**src/rtl/intc_pkg.sv**
```systemverilog
// Shared constants and helpers for the interrupt controller and its control unit.
`default_nettype none

package intc_pkg;

   localparam int             INT_W    = 8;
   localparam int             EXC_IDX  = 7;
   localparam logic [INT_W-1:0] EXC_MASK = 8'b1000_0000;
   localparam logic [INT_W-1:0] NO_INT   = 8'b0000_0000;

   // Binary index of a one-hot (or zero) vector; zero maps to 0.
   function automatic logic [2:0] lsb_index(input logic [INT_W-1:0] x);
      logic [2:0] idx;
      idx = 3'd0;
      for (int i = INT_W - 1; i >= 0; i--) begin
         if (x[i]) idx = 3'(i);
      end
      return idx;
   endfunction

endpackage

`default_nettype wire

```
**src/rtl/intc_prio_lsb.sv**
```systemverilog
// Combinational lowest-set-bit isolator: the lowest index wins, zero in gives zero out.
`default_nettype none

module prio_lsb
   import intc_pkg::*;
(
   input  logic [INT_W-1:0] i_x,
   output logic [INT_W-1:0] o_lsb
);

   assign o_lsb = i_x & (~i_x + INT_W'(1));

endmodule

`default_nettype wire

```
**src/rtl/intc.sv**
```systemverilog
// Interrupt controller: synchronised edge-detected requests, pending and in-service
// registers, and the min_bit_s / min_bit_a pair consumed by the control unit.
`default_nettype none

module intc
   import intc_pkg::*;
#(
   parameter int SYNC_STAGES = 2,
   parameter int EXC_BIT     = EXC_IDX
)(
   input  logic             clk,
   input  logic             reset,
   input  logic [INT_W-1:0] irq,
   input  logic [INT_W-1:0] irq_en,
   input  logic [INT_W-1:0] s_calli,
   input  logic [INT_W-1:0] s_reti,
   output logic [INT_W-1:0] min_bit_s,
   output logic [INT_W-1:0] min_bit_a,
   output logic [2:0]       int_vec,
   output logic [INT_W-1:0] pend,
   output logic [INT_W-1:0] isr
);

   localparam logic [INT_W-1:0] C_EXC_MASK = INT_W'(1) << EXC_BIT;

   logic [SYNC_STAGES-1:0][INT_W-1:0] r_sync;
   logic [INT_W-1:0]                  r_dly;
   logic [SYNC_STAGES:0]              r_arm;
   logic [INT_W-1:0]                  r_pend;
   logic [INT_W-1:0]                  r_isr;

   logic [INT_W-1:0] w_rise;
   logic [INT_W-1:0] w_c;
   logic [INT_W-1:0] w_r;
   logic [INT_W-1:0] w_isr_ret;
   logic             w_accept;
   logic [INT_W-1:0] w_take;
   logic [INT_W-1:0] w_sel;

   // Edge detection stays disarmed until the delay flop holds a real sample, so a
   // line held high through reset is not mistaken for a fresh rising edge.
   assign w_rise    = r_sync[SYNC_STAGES-1] & ~r_dly & ~C_EXC_MASK
                      & {INT_W{r_arm[SYNC_STAGES]}};

   // Return is retired first so a same-cycle re-entry of that bit is allowed.
   assign w_isr_ret = r_isr & ~w_r;
   assign w_accept  = (w_c != NO_INT) && ((w_c & w_isr_ret) == NO_INT);
   assign w_take    = w_accept ? w_c : NO_INT;
   assign w_sel     = (r_pend & irq_en) | r_isr;

   prio_lsb u_lsb_call (.i_x(s_calli), .o_lsb(w_c));
   prio_lsb u_lsb_ret  (.i_x(s_reti),  .o_lsb(w_r));
   prio_lsb u_lsb_sel  (.i_x(w_sel),   .o_lsb(min_bit_s));
   prio_lsb u_lsb_act  (.i_x(r_isr),   .o_lsb(min_bit_a));

   always_ff @(posedge clk) begin
      if (reset) begin
         r_sync <= '0;
         r_dly  <= '0;
         r_arm  <= '0;
         r_pend <= '0;
         r_isr  <= '0;
      end else begin
         r_sync[0] <= irq;
         for (int i = 1; i < SYNC_STAGES; i++) begin
            r_sync[i] <= r_sync[i-1];
         end
         r_dly  <= r_sync[SYNC_STAGES-1];
         r_arm  <= {r_arm[SYNC_STAGES-1:0], 1'b1};
         // A rise coinciding with acceptance re-arms pend so the event is kept.
         r_pend <= (r_pend & ~w_take) | w_rise;
         r_isr  <= w_isr_ret | w_take;
      end
   end

   assign int_vec = lsb_index(min_bit_s);
   assign pend    = r_pend;
   assign isr     = r_isr;

endmodule

`default_nettype wire
```
**config.mk**
```make
export PLATFORM = sky130hd
export DESIGN_NAME = intc
export DESIGN_NICKNAME = d
export VERILOG_FILES = /design/src/rtl/intc_pkg.sv /design/src/rtl/intc_prio_lsb.sv /design/src/rtl/intc.sv
export SDC_FILE = /design/constraint.sdc
export NUM_CORES = 1
export LEC_CHECK = 0
export CORE_ASPECT_RATIO = 0.7
export CORE_MARGIN = 4
export CORE_UTILIZATION = 38
export CTS_CLUSTER_SIZE = 12
export DETAILED_ROUTE_END_ITERATION = 16
export PLACE_DENSITY = 0.82
export SKIP_CTS_REPAIR_TIMING = 1
export SKIP_LAST_GASP = 1
export SYNTH_ARGS = -nofsm -noshare
export SYNTH_HDL_FRONTEND = slang
export SYNTH_SLANG_ARGS = --single-unit
```
**constraint.sdc**
```tcl
create_clock -name clk -period 1.4 [get_ports clk]
set_input_delay 0.21 -clock clk [delete_from_list [all_inputs] [get_ports clk]]
set_output_delay 0.21 -clock clk [all_outputs]
set_load 0.03 [all_outputs]
```
-- After elaboration in Yosys (flattened, before gate mapping)
Cells that the tools add are included.
- bits of input ports: 34
- logic and storage cells: 44
- flip-flop bits (word level): 40
- output and inout port bits: 35
- add/subtract/negate cells: 4
- reduce and logical (&&, ||, !) cells: 3
- muxes and demuxes: 10
- bitwise operators: 20
- operators by type and width (kind ; count):
    bitwise AND 8 bit ; 8
    NOT 8 bit ; 6
    adder 8 x 1 -> 8 bit (second input constant) ; 4
    two-way mux 3 bit ; 8
    bitwise OR 8 bit ; 3
    bitwise AND 7 x 8 -> 8 bit ; 1
    logical NOT 8 bit ; 1
    two-way mux 8 bit ; 1
    nonzero test 8 bit ; 1
    bitwise AND 7 bit ; 1
    NOT 7 bit ; 1
    logical AND 1 bit ; 1
    two-way mux 1 bit ; 1

-- Depth between registers and ports, before layout
Gate-level depths: netlist (run 1).
- depth after elaboration: 13
- gate-level depth with buffers: 4
- depth with buffers taken out: 4

-- By module
From an unflattened synthesis (run 1), not the netlist that was laid out.
- cells, all modules: 191
- area, all modules: 1966.9 µm²
- modules (own cells, without submodules) (module ; sequential area each (µm²) ; area an instance (µm²) ; cells an instance ; times used):
    intc ; 800.8 ; 1631.6 ; 151 ; 1
    prio_lsb ; 0.0 ; 83.8 ; 10 ; 4

-- Worst setup path after synthesis (run 1)
No wires, ideal clock.
- path kind: register -> output
- start: reg r_isr[1], in the netlist isr[1]
- end: out min_bit_a[6]
- arrival: 1.986 ns
- cell stages (with the launch flop): 4
- buffers on the path: 0
- slack: -0.796 ns
- required time: 1.190 ns
- cell sequence: dfxtp_1 -> or2_4 -> or3_1 -> nor4_1
- word-level cells in the longest chain between the ends: 3
- ends and longest elaborated chain (element ; line ; text):
    start, declared ; intc.sv:30 ; logic [INT_W-1:0] r_isr;
    start signal, assigned ; intc.sv:72 ; r_isr <= w_isr_ret | w_take;
    NOT 8 bit ; intc_prio_lsb.sv:11 ; assign o_lsb = i_x & (~i_x + INT_W'(1));
    adder 8 x 1 -> 8 bit ; intc_prio_lsb.sv:11 ;
    bitwise AND 8 bit ; intc_prio_lsb.sv:11 ;
    end, declared ; intc.sv:18 ; output logic [INT_W-1:0] min_bit_a,
No other way between the ends.

-- Worst setup path in the final report (run 1)
- start: reg r_isr[0], in the netlist isr[0]
- end: out min_bit_s[5]
- word-level cells in the longest chain between the ends: 4
- ends and longest elaborated chain (element ; line ; text):
    bitwise OR 8 bit ; intc.sv:49 ; assign w_sel = (r_pend & irq_en) | r_isr;
    NOT 8 bit ; intc_prio_lsb.sv:11 ;
    adder 8 x 1 -> 8 bit ; intc_prio_lsb.sv:11 ;
    bitwise AND 8 bit ; intc_prio_lsb.sv:11 ;
    end, declared ; intc.sv:17 ; output logic [INT_W-1:0] min_bit_s,
No other way between the ends.

==> impl_metrics.yaml, run 1 <==
yosys:
  synth_seq_area_share_pct: 49.6
  synth_top_family_by_area: "simple AND/OR/NAND/NOR gates"
  synth.distinct_cells: 35
  synth-main-ff-cell: "dfxtp_1"
  syn_avg_cell_area_um2: 9.02
  synth_nets: 213
  synth_cells: 179
  synthAdderAreaFrac_pct: 0
  synthXorXnorAreaFrac_pct: 0
  synth_area_um2: 1620
  ys_warn_count: 0
  synth_simple_gate_area_share_pct: 30.8
  ys_ff_latch: 40
  synth_mux_area_share_pct: 0
  synth_compound_area_share_pct: 14.9
  synth_enable_flop_cells: 0
  synth.largest_area_cell: "dfxtp_1"
  synth_top_area_share_pct: 49.6
  yosys-top-cells-area: "dfxtp_1 50%, nor2b_1 10%, a21oi_1 5.6%"
  ys_async_sr_fraction_pct: 0
timing:
  whs_ns: 0.438
  rsz0062_at_grt: "true"
  fmax_mhz: 502
  tightest_slew_ns: 0.348
  setup_violations: 16
  fin_skew_ns: 0.00723
  final_hold_viol_count: 0
  slew_headroom_pct: 76.8
  slew_viol_final: 0
  min_period_over_period_pct: 142
  period_needed_ns: 1.99
  setup_ws_ns: -0.591
clock_network:
  clk_path_buf_depth: 2
  clk_pin_slew_ns: 0.07
  clkSinkCount: 40
  root_buffer: "clkbuf_8"
  h-tree-depth: 2
  cts_buffers: 5
  cts_tree: "yes"
  clk_latency_ns: 0.28
setup_path:
  arrival_ns: 1.78
  end_kind: "output pin"
  cp.required_ns: 1.19
  crit_fanout: 5
  start_kind: "flip-flop"
  worstSetupPathType: "flip-flop to output pin"
outcome:
  status: "finished, violations left"
  failed_checks: "negative setup slack"
final_layout:
  layout.nets: 328
  design_area_um2: 2960
  fill_cells: 271
  drive_above_1_share_pct: 35.3
  area_growth_pct: 83.2
  num_antenna_cells: 0
place:
  io_buffer_count: 67
  gp_congestion: 0.888
  placedInstanceArea_um2: 2680
  dpl.hpwl_um: 3840
global_routing:
  met3_usage_pct: 5.67
  use_met2_pct: 27.7
  grt_busiest_layer: "met2"
  grt_max_degree: 17
  antenna_found_initial: 0
  grt_pass1_vias: 1591
  grt_overflow: 0
  track_usage_pct: 17.4
  use_met1_pct: 22.8
  grt_pass1_wl_um: 7440
drt:
  vias: 1674
  wl_um: 4850
  drc: 0
  postRouteAntennaNets: 0
  avgRoutedWirePerCell_um: 14.0
  drtIter0Drc: 100
  vias_per_cell: 4.82
  detail_route.first_pass.iterations: 4
worst_hold_path:
  min_path_type: "flip-flop to flip-flop"
floorplan:
  die-height_um: 62.6
  die_w_um: 85.9
  die-area_um2: 5370
  rows: 19
  initial_core_util_pct: 40.2
  core_um2: 4020
  io_pins: 69
job:
  maxCapViolCount: 0
power_and_ir_drop:
  totalPowerFinal_mw: 2.57
  leakagePower_nw: 1.47
  powerDensity_nw_per_um2: 868
  ir_drop_mv: 0.693
-- flip-flops by register name, indices dropped and copies added, names as in the netlist --
signal and count:
r_arm 3, pend 8, r_dly 7, isr 8, r_sync 14
-- cell usage after synthesis, drive strengths merged (3+ instances only) --
master / count
nand3b: 7
nor4: 3
nor2: 9
nand2b: 5
o21ai: 6
a21oi: 18
clkbuf: 4
dfxtp: 40
a31oi: 6
nand2: 14
nor3: 5
nor3b: 3
inv: 13
nor2b: 26
-- final cells by class --
cell class	count	area [um2]	area share, %
clock buffer	6	72.6	2.45
clock inverter	2	35.0	1.18
inverter	13	51.3	1.73
multi-input combinational	120	863	29.2
sequential	40	807	27.3
tap	52	65.1	2.20
timing repair buffer	114	1060	36.0
-- per-layer routing --
| layer | wire length (um) | vias up |
|---|---|---|
| li1 | - | 836 |
| met1 | 2090 | 759 |
| met2 | 2300 | 71 |
| met3 | 412 | 8 |
| met4 | 51 | 0 |
| met5 | 0 | - |
-- stage by stage --
stage               worst slack [ns]  setup TNS [ns]  util [%]  instances
floorplan                     -0.429           -3.75         -        179
global placement              -0.441           -4.99      66.7        335
detailed placement            -0.501           -5.54      66.7        335
CTS                           -0.660          -11.06      69.4        343
global route                  -0.659           -7.90      73.7        347
finish                        -0.591           -6.96      73.7        347
-- where the power goes --
group | internal [mW] | switching (mW)
Combinational | 0.264 | 0.230
Clock | 0.528 | 0.353
Sequential | 1.18 | 0.0187
Total | 1.97 | 0.602
-- cells by family after synthesis --
family | Yosys count
buf+inv | 19
simple gates | 80
flops | 40
compound gates | 40
-- cells in the final DEF, fill, tap and decap left out, types with 5 or more instances in the layout --
master,netlist,layout
buf_4,1,53
dfxtp_1,40,37
clkdlybuf4s50_1,0,32
nor2b_1,26,26
dlymetal6s2s_1,0,16
a21oi_1,18,14
buf_6,0,13
inv_1,13,12
nand2_1,14,12
nand3b_1,7,7
a31oi_1,6,6
o21ai_0,6,6
nor2_1,9,5
clkbuf_8,0,5
-- worst max-delay path: stages (launching register included) --
cell and delay [ns]:
dfxtp_2 0.32, or2_4 0.26, a221o_2 0.36, nand2b_4 0.21, nor3b_4 0.19, buf_6 0.15
-- path summary, 6_finish.rpt --
kind	from	end	slack, ns	depth (start not counted)
setup / recovery	isr[0]	min_bit_s[5]	-0.59	5
hold reg to reg	r_sync[5]	r_sync[13]	0.44	1
setup reg to reg	isr[5]	pend[5]	0.23	5
hold / removal	r_sync[5]	r_sync[13]	0.44	1
Note: power is estimated with default switching activity, not from simulation.
==> run 2: changes to the inputs <==
PLACE_DENSITY = 0.83   (was 0.82)
==> run 2 against run 1 <==
  * The flow still finishes with violations (negative setup slack)
  * Via count is 2.2% higher
  * Clock power is 10% higher
  * Fmax is 0.55% higher
  * Die area stayed put
  * Critical path type unchanged
  * Setup slack better by 0.011 ns
  * Clock skew is 0.0040 ns lower
  * Global-route usage is 1.1 points higher
  * Cell count stayed put
==> impl_metrics.yaml, run 2 (synthesis results as in run 1) <==
setup_path:
  r2r_slack_ns: 0.28
  critPathTopFamily: "compound AO/OA/AOI/OAI gates"
  r2r_cells: 5
  r2r_start: "isr[5]"
  critical_path.cell_chain: "or2_4, a221o_1, buf_4, nor3_4, a311o_2, buf_6"
  cp.required_ns: 1.19
  start_kind: "flip-flop"
  worstSetupPathType: "flip-flop to output pin"
  crit_fanout: 4
  worstReg2RegEnd: "isr[5]"
  path_buf_inv: 2
  cp_slowest_cell: "dfxtp_4"
  arrival_ns: 1.77
  max_stage_delay_ns: 0.34
  end_kind: "output pin"
final_layout:
  design_area_um2: 2980
  postLayoutCoreUtil_pct: 74.1
  top_register: "r_sync"
  fill_cells: 279
  final_common_cell: "buf_4"
  layout.nets: 328
  area_growth_pct: 84.2
  drive_above_1_share_pct: 35.6
  multi_input_area_um2: 840
  regArea_um2: 808
  num_antenna_cells: 0
  largest_register_ffs: 14
  most-common-layout-cells: "52 x buf_4, 36 x dfxtp_1, 29 x clkdlybuf4s50_1, 26 x nor2b_1, 18 x dlymetal6s2s_1"
clock_network:
  clkSinkCount: 40
  clk_path_buf_depth: 2
  root_buffer: "clkbuf_8"
  h-tree-depth: 2
  clk_pin_slew_ns: 0.08
  cts_buffers: 5
  clk_latency_ns: 0.29
  cts_tree: "yes"
timing:
  fmax_mhz: 505
  tightest_slew_ns: 0.361
  rsz0062_at_grt: "true"
  min_period_over_period_pct: 141
  slew_viol_final: 0
  fin_skew_ns: 0.00323
  period_needed_ns: 1.98
  finalSetupTns_ns: -6.88
  setup_violations: 14
  setup_ws_ns: -0.580
  final_hold_viol_count: 0
  slew_headroom_pct: 75.9
global_routing:
  grt_overflow: 0
  track_usage_pct: 18.4
  grt_pass1_wl_um: 7870
  grt_pass1_vias: 1639
  antenna_found_initial: 0
  grt_max_degree: 28
floorplan:
  die_w_um: 85.9
  core_um2: 4020
  die-area_um2: 5370
  initial_core_util_pct: 40.2
  io_pins: 69
  die-height_um: 62.6
  rows: 19
drt:
  drtIter0Drc: 57
  detail_route.first_pass.iterations: 4
  drc: 0
  vias_per_cell: 4.93
  vias: 1711
  postRouteAntennaNets: 0
  avgRoutedWirePerCell_um: 14.7
  wl_um: 5110
place:
  placedInstanceArea_um2: 2720
  dpl.hpwl_um: 3840
  gp_congestion: 0.822
  io_buffer_count: 67
power_and_ir_drop:
  leakagePower_nw: 1.49
  powerDensity_nw_per_um2: 892
  ir_drop_mv: 0.659
worst_hold_path:
  holdPathEnd: "r_sync[11]"
  min_path_type: "flip-flop to flip-flop"
  hold_path_depth: 1
  hold_start: "r_sync[3]"
outcome:
  failed_checks: "negative setup slack"
  status: "finished, violations left"
job:
  maxCapViolCount: 0
-- run 2: final cells by class --
class | instances | area share [%]
clock buffer | 6 | 2.78
clock inverter | 2 | 1.30
inverter | 13 | 1.64
multi-input combinational | 120 | 28.2
sequential | 40 | 27.2
tap | 52 | 2.19
timing repair buffer | 114 | 36.7
-- run 2: worst max-delay path by stage --
stage               from  slack (ns)  cells past startpoint            to
3_3_place_gp   irq_en[0]       -0.43                      5    int_vec[2]
5_1_grt           isr[0]       -0.66                      5    int_vec[2]
3_5_place_dp   irq_en[0]       -0.46                      5  min_bit_s[5]
2_1_floorplan     isr[1]       -0.43                      4    int_vec[0]
6_report          isr[1]       -0.58                      6    int_vec[0]
4_1_cts           isr[1]       -0.64                      5  min_bit_s[5]
-- run 2: worst reg2reg max path, cell delays in order, from the launching register on --
cell	delay, ns
dfxtp_1	0.38
buf_4	0.15
inv_1	0.08
a31oi_1	0.20
nand2b_1	0.13
and2_1	0.13
-- run 2: metrics by stage --
step | worst slack (ns) | power (mW) | instances | hold WS, ns
6_report | -0.580 | 2.65 | 347 | 0.437
5_1_grt | -0.655 | 2.77 | 347 | 0.446
4_1_cts | -0.642 | 2.65 | 345 | 0.439
3_5_place_dp | -0.458 | 1.68 | 337 | 0.420
3_3_place_gp | -0.428 | 1.66 | 337 | 0.417
2_1_floorplan | -0.429 | 1.42 | 179 | 0.327
-- run 2: where the power goes --
| part | total (mW) | switching (mW) | internal [mW] | leakage (nW) |
|---|---|---|---|---|
| logic | 0.489 | 0.229 | 0.260 | 1.10 |
| clock network | 0.973 | 0.390 | 0.582 | 0.0614 |
| registers | 1.19 | 0.0177 | 1.18 | 0.329 |
| total | 2.65 | 0.637 | 2.02 | 1.49 |
-- run 2: per-layer routing --
| metal | up-vias | GRT usage, % | share of wire (%) | wire length [um] |
|---|---|---|---|---|
| met2 | 81 | 28.0 | 46 | 2360 |
| li1 | 837 | - | - | - |
| met1 | 775 | 24.2 | 43 | 2210 |
| met4 | 0 | 8.30 | 3.1 | 160 |
| met5 | - | 0 | 0 | 0 |
| met3 | 18 | 5.01 | 7.5 | 381 |
==> run 3: changes to the inputs <==
CELL_PAD_IN_SITES_DETAIL_PLACEMENT = 0   (was not set)
CELL_PAD_IN_SITES_GLOBAL_PLACEMENT = 1   (was not set)
CORE_UTILIZATION = 27   (was 38)
PLACE_DENSITY = 0.82   (was 0.83)
==> run 3 against run 2 <==
  * Register-to-register slack got worse by 0.02 ns
  * Final area fell by 0.46%
  * Die area rose by 36%
  * Flip-flop and latch count did not move
  * Global-route usage fell by 6.1 points
  * Non-clock buffer count fell by 1
  * Cell count rose by 6.3%
  * Largest cell class unchanged
  * Routed wire length fell by 9.7%
  * Via count fell by 6.5%
  * The flow still finishes with violations (negative setup slack)
  * Combinational power fell by 2%
  * First-iteration DRC count did not move
==> impl_metrics.yaml, run 3 (synthesis results as in run 1) <==
clock_network:
  cts_tree: "yes"
  clk_path_buf_depth: 2
  h-tree-depth: 2
  clkSinkCount: 40
  root_buffer: "clkbuf_8"
  clk_latency_ns: 0.28
  clk_pin_slew_ns: 0.08
  cts_buffers: 5
global_routing:
  grt_pass1_vias: 1428
  grt_overflow: 0
  track_usage_pct: 12.3
  grt_max_degree: 35
  antenna_found_initial: 0
  grt_pass1_wl_um: 7090
power_and_ir_drop:
  totalPowerFinal_mw: 2.59
  leakagePower_nw: 1.43
  ir_drop_mv: 0.360
  powerDensity_nw_per_um2: 875
timing:
  rsz0062_at_grt: "true"
  period_needed_ns: 1.99
  min_period_over_period_pct: 142
  tightest_slew_ns: 0.358
  final_hold_viol_count: 0
  slew_headroom_pct: 75.8
  setup_violations: 15
  slew_viol_final: 0
  fmax_mhz: 501
  setup_ws_ns: -0.594
  fin_skew_ns: 0.00229
final_layout:
  postLayoutCoreUtil_pct: 51.5
  fill_cells: 540
  largest_register_ffs: 14
  num_antenna_cells: 0
  layout.nets: 327
  most-common-layout-cells: "55 x buf_4, 37 x dfxtp_1, 30 x clkdlybuf4s50_1, 26 x nor2b_1, 15 x a21oi_1"
  drive_above_1_share_pct: 35.4
  top_register: "r_sync"
  area_growth_pct: 83.3
  final_common_cell: "buf_4"
  stdcell_count: 369
job:
  maxCapViolCount: 0
worst_hold_path:
  hold_start: "r_sync[2]"
  hold_path_depth: 1
  min_path_type: "flip-flop to flip-flop"
  holdPathEnd: "r_sync[10]"
floorplan:
  rows: 23
  io_pins: 69
  core_um2: 5760
  initial_core_util_pct: 28.1
  die_w_um: 100
  die-area_um2: 7300
  die-height_um: 72.7
drt:
  vias_per_cell: 4.34
  wl_um: 4620
  avgRoutedWirePerCell_um: 12.5
  drtIter0Drc: 57
  drc: 0
  vias: 1600
  postRouteAntennaNets: 0
  detail_route.first_pass.iterations: 4
setup_path:
  cp.required_ns: 1.19
  worstSetupPathType: "flip-flop to output pin"
  arrival_ns: 1.78
  r2r_cells: 5
  crit_fanout: 5
  end_kind: "output pin"
  start_kind: "flip-flop"
  r2r_start: "isr[5]"
  worstReg2RegEnd: "isr[5]"
  r2r_slack_ns: 0.26
outcome:
  failed_checks: "negative setup slack"
  status: "finished, violations left"
place:
  dp_cells: 360
  gp_congestion: 0.820
  io_buffer_count: 67
  dpl.hpwl_um: 3670
[run 3: cell types whose count changed in the layout (fill, tap and decap cells not counted), sizes merged]
cell	delta
clkdlybuf4s50	+1
dlymetal6s2s	-4
buf	+2
inv	+1
clkbuf	-1
[run 3: worst max-delay path by stage]
stage | startpoint | endpoint | slack [ns] | cells after the start
2_1_floorplan | isr[1] | int_vec[0] | -0.43 | 4
3_3_place_gp | irq_en[0] | min_bit_s[5] | -0.40 | 5
3_5_place_dp | irq_en[0] | int_vec[2] | -0.44 | 5
4_1_cts | isr[1] | int_vec[2] | -0.62 | 5
5_1_grt | isr[1] | min_bit_s[5] | -0.66 | 5
6_report | isr[1] | min_bit_s[4] | -0.59 | 6
[run 3: final cells by class]
cell class              count  area, um2  area share, %
clock buffers               5       68.8           2.32
clock inverters             3       41.3           1.39
multi-input cells         120        838           28.3
inverters                  13       48.8           1.65
well taps                  75       93.8           3.17
flip-flops and latches     40        807           27.2
repair buffers            113       1060           35.9
[run 3: routing by layer]
metal	wire (um)	global-route usage [%]
met1	2310	17.8
met2	1940	18.4
met3	339	3.25
met4	29	2.69
met5	0	0
[run 3: worst max-delay path, cell delays in order (launching register included)]
cell and delay [ns]:
dfxtp_4 0.34, or2_4 0.23, a221o_1 0.34, nand2b_4 0.22, buf_4 0.16, nor2_4 0.08
buf_6 0.13
[run 3: per-stage QoR]
step / instance area, um2 / hold slack (ns) / TNS [ns] / setup slack, ns
3_5_place_dp: 2740 / 0.420 / -5.75 / -0.443
2_1_floorplan: 1700 / 0.327 / -3.75 / -0.429
4_1_cts: 2850 / 0.440 / -9.96 / -0.623
3_3_place_gp: 2740 / 0.418 / -5.09 / -0.401
6_report: 2960 / 0.440 / -6.61 / -0.594
5_1_grt: 2960 / 0.456 / -7.58 / -0.663
[run 3: power by group]
part / total, mW / internal [mW] / switching (mW)
Combinational: 0.479 / 0.259 / 0.220
Clock: 0.920 / 0.529 / 0.391
Sequential: 1.19 / 1.17 / 0.0182
Total: 2.59 / 1.96 / 0.630
